[src/rtl/axi_master.sv]
// -----------------------------------------------------------------------------
// axi_master
//
// Single-outstanding AXI master front end. A user command (read or write)
// is accepted in IDLE and turned into one AXI burst; write data streams from
// the user wd_* port straight onto the W channel, read data streams from the
// R channel straight onto the user rd_* port. Each transaction finishes with
// one completion report on done_*.
//
// Parameters
//   AXI_SIZE   beat size driven on aw_size/ar_size (3'b010 = 4 bytes)
//   RESP_HOLD  1: done_valid held until done_ready; 0: single-cycle pulse
//
// Configuration macro
//   AXI_MASTER_INCR_BURST_EN  defined  : INCR bursts, aw_len/ar_len = cmd_len
//                             undefined: FIXED single-beat transfers,
//                                        cmd_len ignored, w_last always 1
//
// Ports
//   a_clk, a_resetn              clock, synchronous active-low reset
//   cmd_*                        command handshake: write/id/addr/len
//   wd_*                         user write-data stream (into the master)
//   rd_*                         user read-data stream (out of the master)
//   done_*                       completion report: write/id/resp
//   aw_*, w_*, b_*, ar_*, r_*    AXI master channels
// -----------------------------------------------------------------------------
module axi_master #(
    parameter logic [2:0] AXI_SIZE  = 3'b010,
    parameter int         RESP_HOLD = 0
) (
    input  logic        a_clk,
    input  logic        a_resetn,
    // command
    input  logic        cmd_valid,
    output logic        cmd_ready,
    input  logic        cmd_write,
    input  logic [3:0]  cmd_id,
    input  logic [31:0] cmd_addr,
    input  logic [3:0]  cmd_len,
    // user write data
    input  logic [31:0] wd_data,
    input  logic [3:0]  wd_strb,
    input  logic        wd_valid,
    output logic        wd_ready,
    // user read data
    output logic [31:0] rd_data,
    output logic        rd_last,
    output logic        rd_valid,
    input  logic        rd_ready,
    // completion
    output logic        done_valid,
    input  logic        done_ready,
    output logic        done_write,
    output logic [3:0]  done_id,
    output logic [1:0]  done_resp,
    // AXI write address
    output logic [3:0]  aw_id,
    output logic [31:0] aw_addr,
    output logic [3:0]  aw_len,
    output logic [2:0]  aw_size,
    output logic [1:0]  aw_burst,
    output logic        aw_valid,
    input  logic        aw_ready,
    // AXI write data
    output logic [3:0]  w_id,
    output logic [31:0] w_data,
    output logic [3:0]  w_strb,
    output logic        w_last,
    output logic        w_valid,
    input  logic        w_ready,
    // AXI write response
    input  logic [3:0]  b_id,
    input  logic [1:0]  b_resp,
    input  logic        b_valid,
    output logic        b_ready,
    // AXI read address
    output logic [3:0]  ar_id,
    output logic [31:0] ar_addr,
    output logic [3:0]  ar_len,
    output logic [2:0]  ar_size,
    output logic [1:0]  ar_burst,
    output logic        ar_valid,
    input  logic        ar_ready,
    // AXI read data
    input  logic [3:0]  r_id,
    input  logic [31:0] r_data,
    input  logic [1:0]  r_resp,
    input  logic        r_last,
    input  logic        r_valid,
    output logic        r_ready
);

    typedef enum logic [2:0] {
        S_IDLE,
        S_WRITE,
        S_WRESP,
        S_RADDR,
        S_RDATA,
        S_DONE
    } state_t;

    localparam logic [1:0] RESP_SLVERR = 2'b10;

    state_t      state_q, state_d;
    logic [3:0]  id_q;
    logic [31:0] addr_q;
    logic [3:0]  len_q;
    logic        write_q;
    logic [3:0]  beat_q;
    logic        aw_done_q;
    logic        w_done_q;
    logic [1:0]  resp_q;

    logic [3:0]  len_in;
    logic [1:0]  burst;
    logic        aw_hs;
    logic        w_hs;
    logic        r_hs;

`ifdef AXI_MASTER_INCR_BURST_EN
    assign burst  = 2'b01;
    assign len_in = cmd_len;
`else
    // Single-beat mode: the requested length is deliberately discarded.
    logic unused_cmd_len;
    assign burst          = 2'b00;
    assign len_in         = 4'd0;
    assign unused_cmd_len = ^cmd_len;
`endif

    // The write response ID carries no information with one transaction
    // outstanding, so it is not checked.
    logic unused_b_id;
    assign unused_b_id = ^b_id;

    assign aw_hs = aw_valid && aw_ready;
    assign w_hs  = w_valid && w_ready;
    assign r_hs  = r_valid && r_ready;

    // Address/ID/len come only from registers, so they stay stable while a
    // valid is waiting for its ready.
    assign aw_id    = id_q;
    assign aw_addr  = addr_q;
    assign aw_len   = len_q;
    assign aw_size  = AXI_SIZE;
    assign aw_burst = burst;
    assign ar_id    = id_q;
    assign ar_addr  = addr_q;
    assign ar_len   = len_q;
    assign ar_size  = AXI_SIZE;
    assign ar_burst = burst;

    assign w_id    = id_q;
    assign w_data  = wd_data;
    assign w_strb  = wd_strb;
    assign w_last  = (beat_q == len_q);

    assign rd_data = r_data;
    assign rd_last = r_last;

    assign done_write = write_q;
    assign done_id    = id_q;
    assign done_resp  = resp_q;

    // Next-state and handshake outputs.
    always_comb begin
        // NOTE: every signal written here gets a default first, so no path
        // through the case statement can leave a latch behind.
        state_d    = state_q;
        cmd_ready  = 1'b0;
        aw_valid   = 1'b0;
        w_valid    = 1'b0;
        wd_ready   = 1'b0;
        b_ready    = 1'b0;
        ar_valid   = 1'b0;
        rd_valid   = 1'b0;
        r_ready    = 1'b0;
        done_valid = 1'b0;

        unique case (state_q)
            S_IDLE: begin
                cmd_ready = 1'b1;
                if (cmd_valid) begin
                    state_d = cmd_write ? S_WRITE : S_RADDR;
                end
            end
            S_WRITE: begin
                // AW and W run independently; each side stops once done.
                aw_valid = !aw_done_q;
                w_valid  = wd_valid && !w_done_q;
                wd_ready = w_ready && !w_done_q;
                if ((aw_done_q || aw_ready) &&
                    (w_done_q || (wd_valid && w_ready && w_last))) begin
                    state_d = S_WRESP;
                end
            end
            S_WRESP: begin
                b_ready = 1'b1;
                if (b_valid) begin
                    state_d = S_DONE;
                end
            end
            S_RADDR: begin
                ar_valid = 1'b1;
                if (ar_ready) begin
                    state_d = S_RDATA;
                end
            end
            S_RDATA: begin
                rd_valid = r_valid;
                r_ready  = rd_ready;
                if (r_valid && rd_ready && r_last) begin
                    state_d = S_DONE;
                end
            end
            S_DONE: begin
                done_valid = 1'b1;
                if (RESP_HOLD == 0 || done_ready) begin
                    state_d = S_IDLE;
                end
            end
            default: state_d = S_IDLE;
        endcase
    end

    always_ff @(posedge a_clk) begin
        // NOTE: sequential state uses non-blocking assignments so every
        // register samples pre-edge values regardless of statement order.
        if (!a_resetn) begin
            state_q   <= S_IDLE;
            id_q      <= '0;
            addr_q    <= '0;
            len_q     <= '0;
            write_q   <= 1'b0;
            beat_q    <= '0;
            aw_done_q <= 1'b0;
            w_done_q  <= 1'b0;
            resp_q    <= '0;
        end else begin
            state_q <= state_d;
            unique case (state_q)
                S_IDLE: begin
                    if (cmd_valid) begin
                        id_q      <= cmd_id;
                        addr_q    <= cmd_addr;
                        len_q     <= len_in;
                        write_q   <= cmd_write;
                        beat_q    <= '0;
                        aw_done_q <= 1'b0;
                        w_done_q  <= 1'b0;
                        resp_q    <= '0;
                    end
                end
                S_WRITE: begin
                    if (aw_hs) begin
                        aw_done_q <= 1'b1;
                    end
                    if (w_hs) begin
                        beat_q <= beat_q + 4'd1;
                        if (w_last) begin
                            w_done_q <= 1'b1;
                        end
                    end
                end
                S_WRESP: begin
                    if (b_valid) begin
                        resp_q <= b_resp;
                    end
                end
                S_RDATA: begin
                    // An ID mismatch forces SLVERR for the rest of the burst;
                    // otherwise the first non-OKAY response is kept.
                    if (r_hs) begin
                        if (r_id != id_q) begin
                            resp_q <= RESP_SLVERR;
                        end else if (resp_q == 2'b00) begin
                            resp_q <= r_resp;
                        end
                    end
                end
                default: ;
            endcase
        end
    end

endmodule

[config.mk]
export PLATFORM = sky130hd
export DESIGN_NAME = axi_master
export DESIGN_NICKNAME = d
export VERILOG_FILES = /design/src/rtl/axi_master.sv
export SDC_FILE = /design/constraint.sdc
export NUM_CORES = 1
export LEC_CHECK = 0
export ABC_AREA = 0
export BUFFER_PORTS_ARGS = -buffer_cell sky130_fd_sc_hd__clkbuf_2
export CORE_AREA = 2 2 122 124
export CTS_CLUSTER_SIZE = 10
export DETAILED_ROUTE_END_ITERATION = 12
export DIE_AREA = 0 0 124 126
export GPL_TIMING_DRIVEN = 0
export PLACE_DENSITY_LB_ADDON = 0.15
export RECOVER_POWER = 50
export REMOVE_ABC_BUFFERS = 1
export SYNTH_ARGS = -nofsm -noshare
export SYNTH_HDL_FRONTEND = slang
export SYNTH_SLANG_ARGS = --single-unit
[constraint.sdc]
create_clock -name a_clk -period 3.9 [get_ports a_clk]
set_clock_uncertainty 0.1 [all_clocks]
set_input_delay 0.78 -clock a_clk [delete_from_list [all_inputs] [get_ports a_clk]]
set_output_delay 0.78 -clock a_clk [all_outputs]
set_load 0.01 [all_outputs]
==> summary.md, run 1 <==
| Metric | Value |
|---|---|
| Run status | `complete, no violations` |
| Die Width | `124 µm` |
| Sequential share of power | `35.8%` |
| Clock tree sinks | `48` |
| Post-Synthesis Cells | `388` |
| Drt via density | `4.121` |
| Dominant cell type by area after synthesis | `buf_4` |
| Num ports | `313` |
| Setup TNS | `0 ns` |
| Number of gates resized after cts | `0` |
| Max incr delay on CP | `0.59 ns` |
| Routed via count | `2,477` |
| Number of port buffers | `149` |
| Avg Inst Size Synth | `7.859 µm²` |
| Largest cells by area after synthesis | `buf_4, dfxtp_1, nand2_1` |
| CP max FO | `11` |
| Net Sw Frac | `39.26%` |
| Endpoints failing setup | `0` |
| Final worst-path cycle share | `64.90%` |
| Overflow after GRT | `0` |
| Multi-input logic area | `1074 µm²` |
| CTS tree | `yes` |
| Mapped Area | `3049 µm²` |
| Initial antenna violation count | `0` |
| Initial DRC count | `112` |
| PwrDens | `617.2 nW/µm²` |
| Int Power | `1.202 mW` |
| Buffers & Inverters on Critical Path | `1` |
| P_leak | `1.436 nW` |
| Core Region | `14,310 µm²` |
| Sequential cell area fraction in the yosys report | `31.51%` |
| Final slew viol count | `0` |
| Area Overhead vs Synth | `5.129%` |
| Clk root buf | `clkbuf_16` |
| Vias in the first global route | `2,185` |
| Nets@finish | `551` |
| VDD IR max | `0.1582 mV` |
| Share of layout cells above drive strength 1 | `31.65%` |
| Post-synth top area share | `32.75%` |
| Post-CTS Hold Fix Bufs | `0` |
| Initial Util | `21.30%` |
| Die area | `15,620 µm²` |
| # Post-CTS Setup Buffers | `0` |
| Clock tree buffer depth | `2` |
| Setup Crit Path Kind | `reg2out` |
| Critical Path Source Type | `flip-flop` |
| Post-synthesis cell type count | `47` |
| Async set-reset flop share out of synthesis | `0%` |
| H-tree depth | `2` |
| Die Ht | `126 µm` |
| Slew headroom | `46.61%` |
| CP Capture Type | `output port` |
| Max Cap Viol | `0` |
| First-pass GRT wire length | `15,090 µm` |
| Routed len/inst | `18.67 µm` |
| Final GP Congestion | `0.6603` |
| Number of flops mapped to enable cells by yosys | `0` |
| Rows | `44` |
| CP max stage cell | `dfxtp_1` |
| Worst Tran Pin Value | `0.8009 ns` |
| Hold Violations, Final | `0` |
| Unrepaired setup endpoints after global routing | `false` |
| Antenna diode count | `0` |
| DRC Markers | `0` |
| Logic pwr share | `38.5%` |
| Most common cell in the netlist | `buf_4` |
| Cts bufs inserted | `5` |
| Crit path DAT | `1.65 ns` |
| Critical path's top delay family | `simple AND/OR/NAND/NOR gates` |
| Hold Path Class | `reg2reg` |
| Gr usage total | `13.84%` |
| Post-route ant nets | `0` |
| 1st-pass router iterations | `4` |
| Fin crit period | `2.531 ns` |
| Fill cell count | `1,658` |
| Yosys warning count | `0` |
| Fin Hold WS | `0.3690 ns` |
| Psw | `0.7767 mW` |
| DP Wirelength | `9080 µm` |
| Yosys reg bits | `48` |
| Worst-path cell chain | `nor3b_1 > and2_1 > clkbuf_2` |
| Req. time, crit path | `3.02 ns` |
| Clk_lat worst skew | `0.30 ns` |
| Largest net degree at the start of global routing | `39` |
| Fmax achieved | `0.3951 GHz` |
| Top post-synthesis cells by count | `buf_4, nand2_1, dfxtp_1` |
| Clock Power Share | `25.7%` |
| Synth Flop Type | `dfxtp_1` |
| WL final | `11,220 µm` |
| Clock slew at reported path FFs | `0.07 ns` |
| Storage cell area | `960.9 µm²` |
worst reg2reg max path, stage by stage, from the launching register on:
cell,delay [ns]
dfxtp_1,0.46
nor3_1,0.45
and2_2,0.74
nand2_1,0.16
a21oi_1,0.14
state kept, by name (all words and copies together), names as in the netlist:
name / flops
ar_addr: 32
ar_id: 4
beat_q: 4
state_q: 3
done_resp: 2
aw_done_q: 1
done_write: 1
w_done_q: 1
cell families after synthesis:
| logic type | after synthesis | synth area share [%] |
|---|---|---|
| adders and majority gates | 2 | 0.8205 |
| AOI/OAI and AO/OA | 57 | 11.00 |
| muxes | 3 | 1.026 |
| other | 2 | 0.2463 |
| buffers and inverters | 151 | 35.37 |
| DFF | 48 | 31.51 |
| and+or+nand+nor | 118 | 18.01 |
| xor gates and xnor gates | 7 | 2.011 |
final cells by class:
| class | instances | area share [%] |
|---|---|---|
| Multi-Input combinational cell | 205 | 33.49 |
| Timing Repair Buffer | 151 | 23.54 |
| Clock inverter | 3 | 1.327 |
| Clock buffer | 5 | 3.903 |
| Sequential cell | 48 | 29.98 |
| Tap cell | 184 | 7.182 |
| Inverter | 5 | 0.5855 |
routing by layer:
layer / wire length, µm / part of all wire [%] / track usage [%]
met1: 4202 / 37 / 15.11
met2: 4460 / 40 / 17.94
met3: 1769 / 16 / 9.873
met4: 718 / 6.4 / 10.18
met5: 69 / 0.61 / 3.947
per-stage QoR:
stage	cell area, µm²	setup slack (ns)	power (mW)	util, %	instances
finish	3206	1.369	1.978	22.40	601
global route	3206	1.229	2.131	22.40	601
CTS	3252	1.349	2.050	22.72	601
detailed placement	3084	1.481	1.523	21.55	593
global placement	3025	0.8351	1.491	21.14	591
floorplan	2049	1.795	1.134	-	258
power by group through the flow:
stage          Clock, mW  Sequential, mW  Combinational, mW
6_report           0.509           0.708              0.761
5_1_grt            0.553           0.729              0.848
3_3_place_gp           0           0.716              0.775
4_1_cts            0.536           0.712              0.802
2_1_floorplan          0           0.782              0.353
3_5_place_dp           0           0.722              0.800
cells in the final DEF (no fill, tap or decap), types with 2 or more instances in the layout:
master	synthesis	layout
clkbuf_2	0	112
nand2_1	82	81
dfxtp_1	48	48
a21oi_1	40	40
clkbuf_1	8	37
conb_1	2	18
nor2_1	9	9
and2_1	6	5
xnor2_1	5	5
clkbuf_16	0	5
inv_1	4	4
nand4_1	3	3
nand3_1	3	3
nor3b_1	2	2
or3b_4	2	2
xor2_1	2	2
mux2i_1	2	2
o21ai_0	2	2
a31oi_1	2	2
ha_1	2	2
buf_16	0	2
worst paths after layout:
check             startpoint  depth (start not counted)  slack (ns)     endpoint
setup / recovery  state_q[2]                          3        1.37     rd_valid
hold / removal    done_write                          2        0.37   done_write
setup reg to reg  state_q[1]                          4        1.76  ar_addr[17]
hold reg to reg   done_write                          2        0.37   done_write
Note: power is estimated with default switching activity, not from simulation.
==> inputs of run 2 (changes only) <==
Settings changed: ABC_AREA 0 to 1.
Clock period 3.9 ns to 2.53 ns, I/O delays scaled along.
==> run 2 against run 1 <==
Net effect:
- die area did not move
- synthesized cell count rose by 11%
- sequential share of layout area rose by 0.25 points
- power rose by 55%
- utilization fell by 0.18 points
- critical path depth rose by 4
- global-route usage rose by 0.23 points
- largest cell class unchanged
- largest power group unchanged
==> summary.md, run 2 <==
| Metric | Value |
|---|---|
| Run status | `complete, no violations` |
| Post-synthesis cell type count | `25 (-47%)` |
| Most common cell in the netlist | `buf_4` |
| CTS tree | `yes` |
| Yosys reg bits | `48 (unchanged)` |
| Dominant cell type by area after synthesis | `buf_4` |
| Unrepaired setup endpoints after global routing | `false` |
| Share of layout cells above drive strength 1 | `30.45% (-1.2 points)` |
| Final worst-path cycle share | `84.24%` |
| Overflow after GRT | `0 (unchanged)` |
| Simple-Gate Fraction of Synth Area | `19.93% (+1.9 points)` |
| Largest cells by area after synthesis | `buf_4, dfxtp_1, nand2_1` |
| Die area | `15,620 µm² (unchanged)` |
| Initial DRC count | `74 (-34%)` |
| Sequential cell area fraction in the yosys report | `31.17% (-0.35 points)` |
| Die Width | `124 µm (unchanged)` |
| Cts bufs inserted | `5 (unchanged)` |
| DP Wirelength | `9525 µm (+4.9%)` |
| Compound-Gate Fraction of Synth Area | `9.903% (-1.1 points)` |
| # Post-CTS Setup Buffers | `0 (unchanged)` |
| VDD IR max | `0.2509 mV (+59%)` |
| Initial Util | `21.54% (+0.24 points)` |
| Routed len/inst | `17.96 µm (-3.8%)` |
| Slew headroom | `20.15% (-26 points)` |
| XOR/XNOR Fraction of Synth Area | `0% (-2.0 points)` |
| Core Region | `14,310 µm² (unchanged)` |
| 1st-pass router iterations | `4 (unchanged)` |
| H-tree depth | `2 (unchanged)` |
| Num ports | `313 (unchanged)` |
| Number of flops mapped to enable cells by yosys | `0 (unchanged)` |
| Clk root buf | `clkbuf_16` |
| Synth Flop Type | `dfxtp_1` |
| Top post-synthesis cells by count | `buf_4, nand2_1, dfxtp_1` |
| Routed via count | `2,521 (+1.8%)` |
| Req. time, crit path | `2.60 ns (-0.42 ns)` |
| Area after DPL | `3077 µm² (-0.24%)` |
| CP max FO | `45 (+34)` |
| Util after Layout | `22.21% (-0.18 points)` |
| Adder-cell area share of the yosys netlist | `0.8117% (-0.0090 points)` |
| P_leak | `1.534 nW (+6.9%)` |
| Crit path DAT | `2.21 ns (+0.56 ns)` |
| Hold Path Class | `in2reg` |
| Worst Tran Pin Value | `1.190 ns (+0.3894 ns)` |
| Most common cell after layout, fill and taps aside | `clkbuf_2` |
| Max reg flops | `32 (unchanged)` |
| Rows | `44 (unchanged)` |
| Mapped Area | `3083 µm² (+1.1%)` |
| Mux share of post-synthesis cell area | `0% (-1.0 points)` |
| Initial antenna violation count | `0 (unchanged)` |
| Async set-reset flop share out of synthesis | `0% (unchanged)` |
| Nets@finish | `597 (+8.3%)` |
| Post-Synthesis Cells | `432 (+11%)` |
| CP Capture Type | `flip-flop` |
| Clk_lat worst skew | `0.29 ns (about the same)` |
| Number of gates resized after cts | `0 (unchanged)` |
| Antenna diode count | `0 (unchanged)` |
| Clock tree buffer depth | `2 (unchanged)` |
| Gr usage total | `14.07% (+0.23 points)` |
| Fin crit period | `2.131 ns` |
| Yosys warning count | `0 (unchanged)` |
| Die Ht | `126 µm (unchanged)` |
| First-pass GRT wire length | `15,160 µm (+0.46%)` |
| Endpoints failing setup | `0 (unchanged)` |
| Fmax achieved | `0.4692 GHz` |
| Vias in the first global route | `2,212 (+1.2%)` |
| Largest net degree at the start of global routing | `46 (+18%)` |
| Avg Inst Size Synth | `7.136 µm² (-9.2%)` |
| Critical Path Source Type | `flip-flop` |
| Final slew viol count | `0 (unchanged)` |
| PwrDens | `966.2 nW/µm² (+57%)` |
| Number of port buffers | `149 (unchanged)` |
| Post-synth top area share | `32.63% (-0.12 points)` |
| Max Cap Viol | `0 (unchanged)` |
| Setup Crit Path Kind | `reg2reg` |
| Final GP Congestion | `0.7215 (+9.3%)` |
| Setup TNS | `0 ns (unchanged)` |
| Post-CTS Hold Fix Bufs | `0 (unchanged)` |
| Drt via density | `3.896 (-5.5%)` |
| DRC Markers | `0 (unchanged)` |
| Hold Violations, Final | `0 (unchanged)` |
| Clock slew at reported path FFs | `0.07 ns (about the same)` |
| Largest family of logic cells by synthesized area | `buffers and inverters` |
| Area Overhead vs Synth | `3.125%` |
| Most frequent cells in the layout | `clkbuf_2, nand2_1, dfxtp_1` |
| Design Area, Final | `3179 µm² (-0.82%)` |
| Clock tree sinks | `48 (unchanged)` |
| Post-route ant nets | `0 (unchanged)` |
| WL final | `11,620 µm (+3.6%)` |
-- run 2: cell types whose count changed after synthesis, moves of 3 or more --
cell / change
a21oi_1: +6
and2_1: -6
clkbuf_1: -5
inv_1: +21
inv_2: +8
nand2_1: +21
nand4_1: -3
nor2_1: +11
nor3_1: +4
o21ai_0: +8
xnor2_1: -5
-- run 2: worst paths after layout --
kind / startpoint / end / slack, ns / cells past startpoint
setup / recovery: state_q[0] / w_done_q / 0.40 / 7
hold / removal: cmd_addr[5] / ar_addr[5] / 0.34 / 3
setup reg to reg: state_q[0] / w_done_q / 0.40 / 7
hold reg to reg: done_write / done_write / 0.37 / 2
-- run 2: stage by stage --
step / worst slack, ns / instances / hold slack [ns] / power [mW]
CTS: 0.2651 / 647 / 0.3259 / 3.188
floorplan: 0.8670 / 306 / 0.3551 / 1.883
global route: 0.1586 / 647 / 0.3371 / 3.354
global placement: 0.07456 / 639 / 0.3608 / 2.467
finish: 0.3987 / 647 / 0.3363 / 3.072
detailed placement: 0.09286 / 639 / 0.3598 / 2.468
-- run 2: logic make-up (layout without fill, tap and decap cells) --
group,count (synthesis),in the layout
adder cells (fa/ha/maj),2,2
AO/OA/AOI/OAI,59,59
AND/OR/NAND/NOR,145,145
buffers and inverters,176,191
flip-flops,48,48
other,2,18
-- run 2: layout make-up --
type	count	area, µm²
clock buffer	6	138.9
inverter	34	127.6
clock inverter	2	10.01
tap	184	230.2
multi-input combinational	224	1012
timing repair buffer	149	699.4
sequential	48	960.9
fill	1653	11130
-- run 2: critical path, stage by stage, from the launching register on --
cell	delay, ns
dfxtp_1	0.48
inv_2	0.08
nand2_1	0.12
nor2_4	0.05
nand2_4	0.39
inv_2	0.41
o211ai_1	0.28
a21oi_1	0.08
-- run 2: power by group --
group	internal, mW	total (mW)	leakage, nW	switching, mW
logic	0.456	1.31	1.06	0.851
clock network	0.390	0.683	0.0766	0.292
registers	0.923	1.08	0.393	0.160
-- run 2: layer usage --
layer	GRT usage (%)	share of wire, %	vias up	routed length [µm]
li1	-	-	1245	-
met1	14.45	36	1064	4162
met2	21.23	44	185	5057
met3	9.737	16	25	1841
met4	6.874	4.4	2	511
met5	3.947	0.41	-	48
==> inputs of run 3 (changes only) <==
Clock period 2.53 ns to 2 ns, I/O delays scaled along.
==> run 3 against run 2 <==
Net effect:
- clock power grew 26%
- register-to-register slack got worse by 0.20 ns
- cell area up 0.43%
- sequential power grew 27%
- final cell count stayed put
- highest routed layer unchanged
==> summary.md, run 3 (synthesis results as in run 2) <==
| Metric | Value |
|---|---|
| Total power | `3.905 mW (+27%)` |
| Number of gates resized after cts | `3 (+3)` |
| CP Capture Type | `output port` |
| 1st-pass router iterations | `4 (unchanged)` |
| Final GP Congestion | `0.7215 (unchanged)` |
| Setup Crit Path Kind | `reg2out` |
| Clk root buf | `clkbuf_16` |
| Num ports | `313 (unchanged)` |
| Final slew viol count | `0 (unchanged)` |
| Die Ht | `126 µm (unchanged)` |
| Design Area, Final | `3193 µm² (+0.43%)` |
| Final std cells w/o fill | `647 (unchanged)` |
| CTS tree | `yes` |
| Gr usage total | `14.09% (+0.019 points)` |
| Drt via density | `3.892 (-0.12%)` |
| Hold Violations, Final | `0 (unchanged)` |
| Number of port buffers | `149 (unchanged)` |
| Slew headroom | `61.43% (+41 points)` |
| # Post-CTS Setup Buffers | `0 (unchanged)` |
| Final worst-path cycle share | `93.82%` |
| WL final | `11,640 µm (+0.12%)` |
| Share of layout cells above drive strength 1 | `30.89% (+0.43 points)` |
| Run status | `complete, no violations` |
| Core Region | `14,310 µm² (unchanged)` |
| DRC Markers | `0 (unchanged)` |
| Post-placement cell count | `639 (unchanged)` |
| Overflow after GRT | `0 (unchanged)` |
| Critical Path Source Type | `flip-flop` |
| Clock tree buffer depth | `2 (unchanged)` |
| P_leak | `1.538 nW (+0.21%)` |
| H-tree depth | `2 (unchanged)` |
| Post-CTS Hold Fix Bufs | `0 (unchanged)` |
| Area after DPL | `3077 µm² (unchanged)` |
| Largest net degree at the start of global routing | `46 (unchanged)` |
| Hold Path Class | `in2reg` |
| CP max FO | `6 (-87%)` |
| DP Wirelength | `9525 µm (unchanged)` |
| Fill cell count | `1,650 (-0.18%)` |
| PwrDens | `1223 nW/µm² (+27%)` |
| First-pass GRT wire length | `15,190 µm (+0.22%)` |
| Fin Hold WS | `0.2313 ns (-0.1050 ns)` |
| Fin crit period | `1.876 ns` |
| Rows | `44 (unchanged)` |
| Worst Tran Pin Value | `0.5785 ns (-0.6118 ns)` |
| VDD IR max | `0.3171 mV (+26%)` |
| Clk_lat worst skew | `0.29 ns (about the same)` |
| Die area | `15,620 µm² (unchanged)` |
| Crit path DAT | `1.38 ns (-0.83 ns)` |
| Initial Util | `21.54% (unchanged)` |
| Req. time, crit path | `1.50 ns (-1.10 ns)` |
| Clock slew at reported path FFs | `0.07 ns (about the same)` |
| Routed via count | `2,518 (-0.12%)` |
| Initial antenna violation count | `0 (unchanged)` |
| Max Cap Viol | `0 (unchanged)` |
| Vias in the first global route | `2,205 (-0.32%)` |
| Max reg flops | `32 (unchanged)` |
| Unrepaired setup endpoints after global routing | `false` |
| Clock tree sinks | `48 (unchanged)` |
| Nets@finish | `597 (unchanged)` |
| Most frequent cells in the layout | `clkbuf_2, nand2_1, dfxtp_1` |
| Post-route ant nets | `0 (unchanged)` |
| Routed len/inst | `17.98 µm (+0.12%)` |
| Fmax achieved | `0.5329 GHz` |
| Die Width | `124 µm (unchanged)` |
| Most common cell after layout, fill and taps aside | `clkbuf_2` |
| Initial DRC count | `86 (+16%)` |
| Cts bufs inserted | `5 (unchanged)` |
| Area Overhead vs Synth | `3.571%` |
| Antenna diode count | `0 (unchanged)` |
| Endpoints failing setup | `0 (unchanged)` |
## run 3: changes by cell type in the layout (fill, tap and decap cells not counted)
cell / before / now
nand2_4: 2 / 1
inv_2: 8 / 7
clkbuf_2: 112 / 113
clkinv_1: 1 / 0
inv_4: 0 / 1
clkinv_2: 2 / 3
clkbuf_1: 37 / 36
nand2_8: 0 / 1
## run 3: path summary, 6_finish.rpt
kind	slack (ns)	cells after the start	from	to
setup reg to reg	0.20	7	state_q[0]	ar_addr[13]
hold / removal	0.23	3	cmd_addr[5]	ar_addr[5]
hold reg to reg	0.37	2	done_write	done_write
setup / recovery	0.12	5	state_q[0]	w_valid
## run 3: routing by layer
layer | up-vias | track usage [%] | part of all wire, %
met5 | - | 3.947 | 0.41
met4 | 2 | 6.874 | 4.2
met3 | 24 | 9.737 | 16
met2 | 186 | 21.40 | 44
met1 | 1062 | 14.37 | 36
li1 | 1244 | - | -
## run 3: power by group
group / total, mW / leakage (nW) / internal (mW) / switching [mW]
logic: 1.67 / 1.07 / 0.583 / 1.09
registers: 1.37 / 0.393 / 1.17 / 0.202
clock network: 0.862 / 0.0766 / 0.494 / 0.369
total: 3.90 / 1.54 / 2.24 / 1.66
## run 3: worst max-delay path: stages (launching register included)
cell	delay, ns
dfxtp_1	0.48
nand3_2	0.17
inv_2	0.11
nand2_4	0.06
nor2_1	0.12
clkbuf_2	0.15
## run 3: through the flow
step                      utilization (%)  setup WS [ns]  setup TNS (ns)
final                               22.31         0.1236               0
after floorplan                         -         0.3370               0
after CTS                           22.62         0.1026               0
after global routing                22.31       0.002479               0
after detailed placement            21.49        -0.3311          -11.09
after global placement              21.49        -0.3494          -12.12
## run 3: area by class of cell
cell class              instances  area, µm²  area share [%]
clock buffers                   6      138.9           4.350
clock inverters                 2      10.01          0.3135
inverters                      34      131.4           4.114
multi-input cells             224       1021           31.97
flip-flops and latches         48      960.9           30.09
well taps                     184      230.2           7.210
repair buffers                149      700.7           21.94
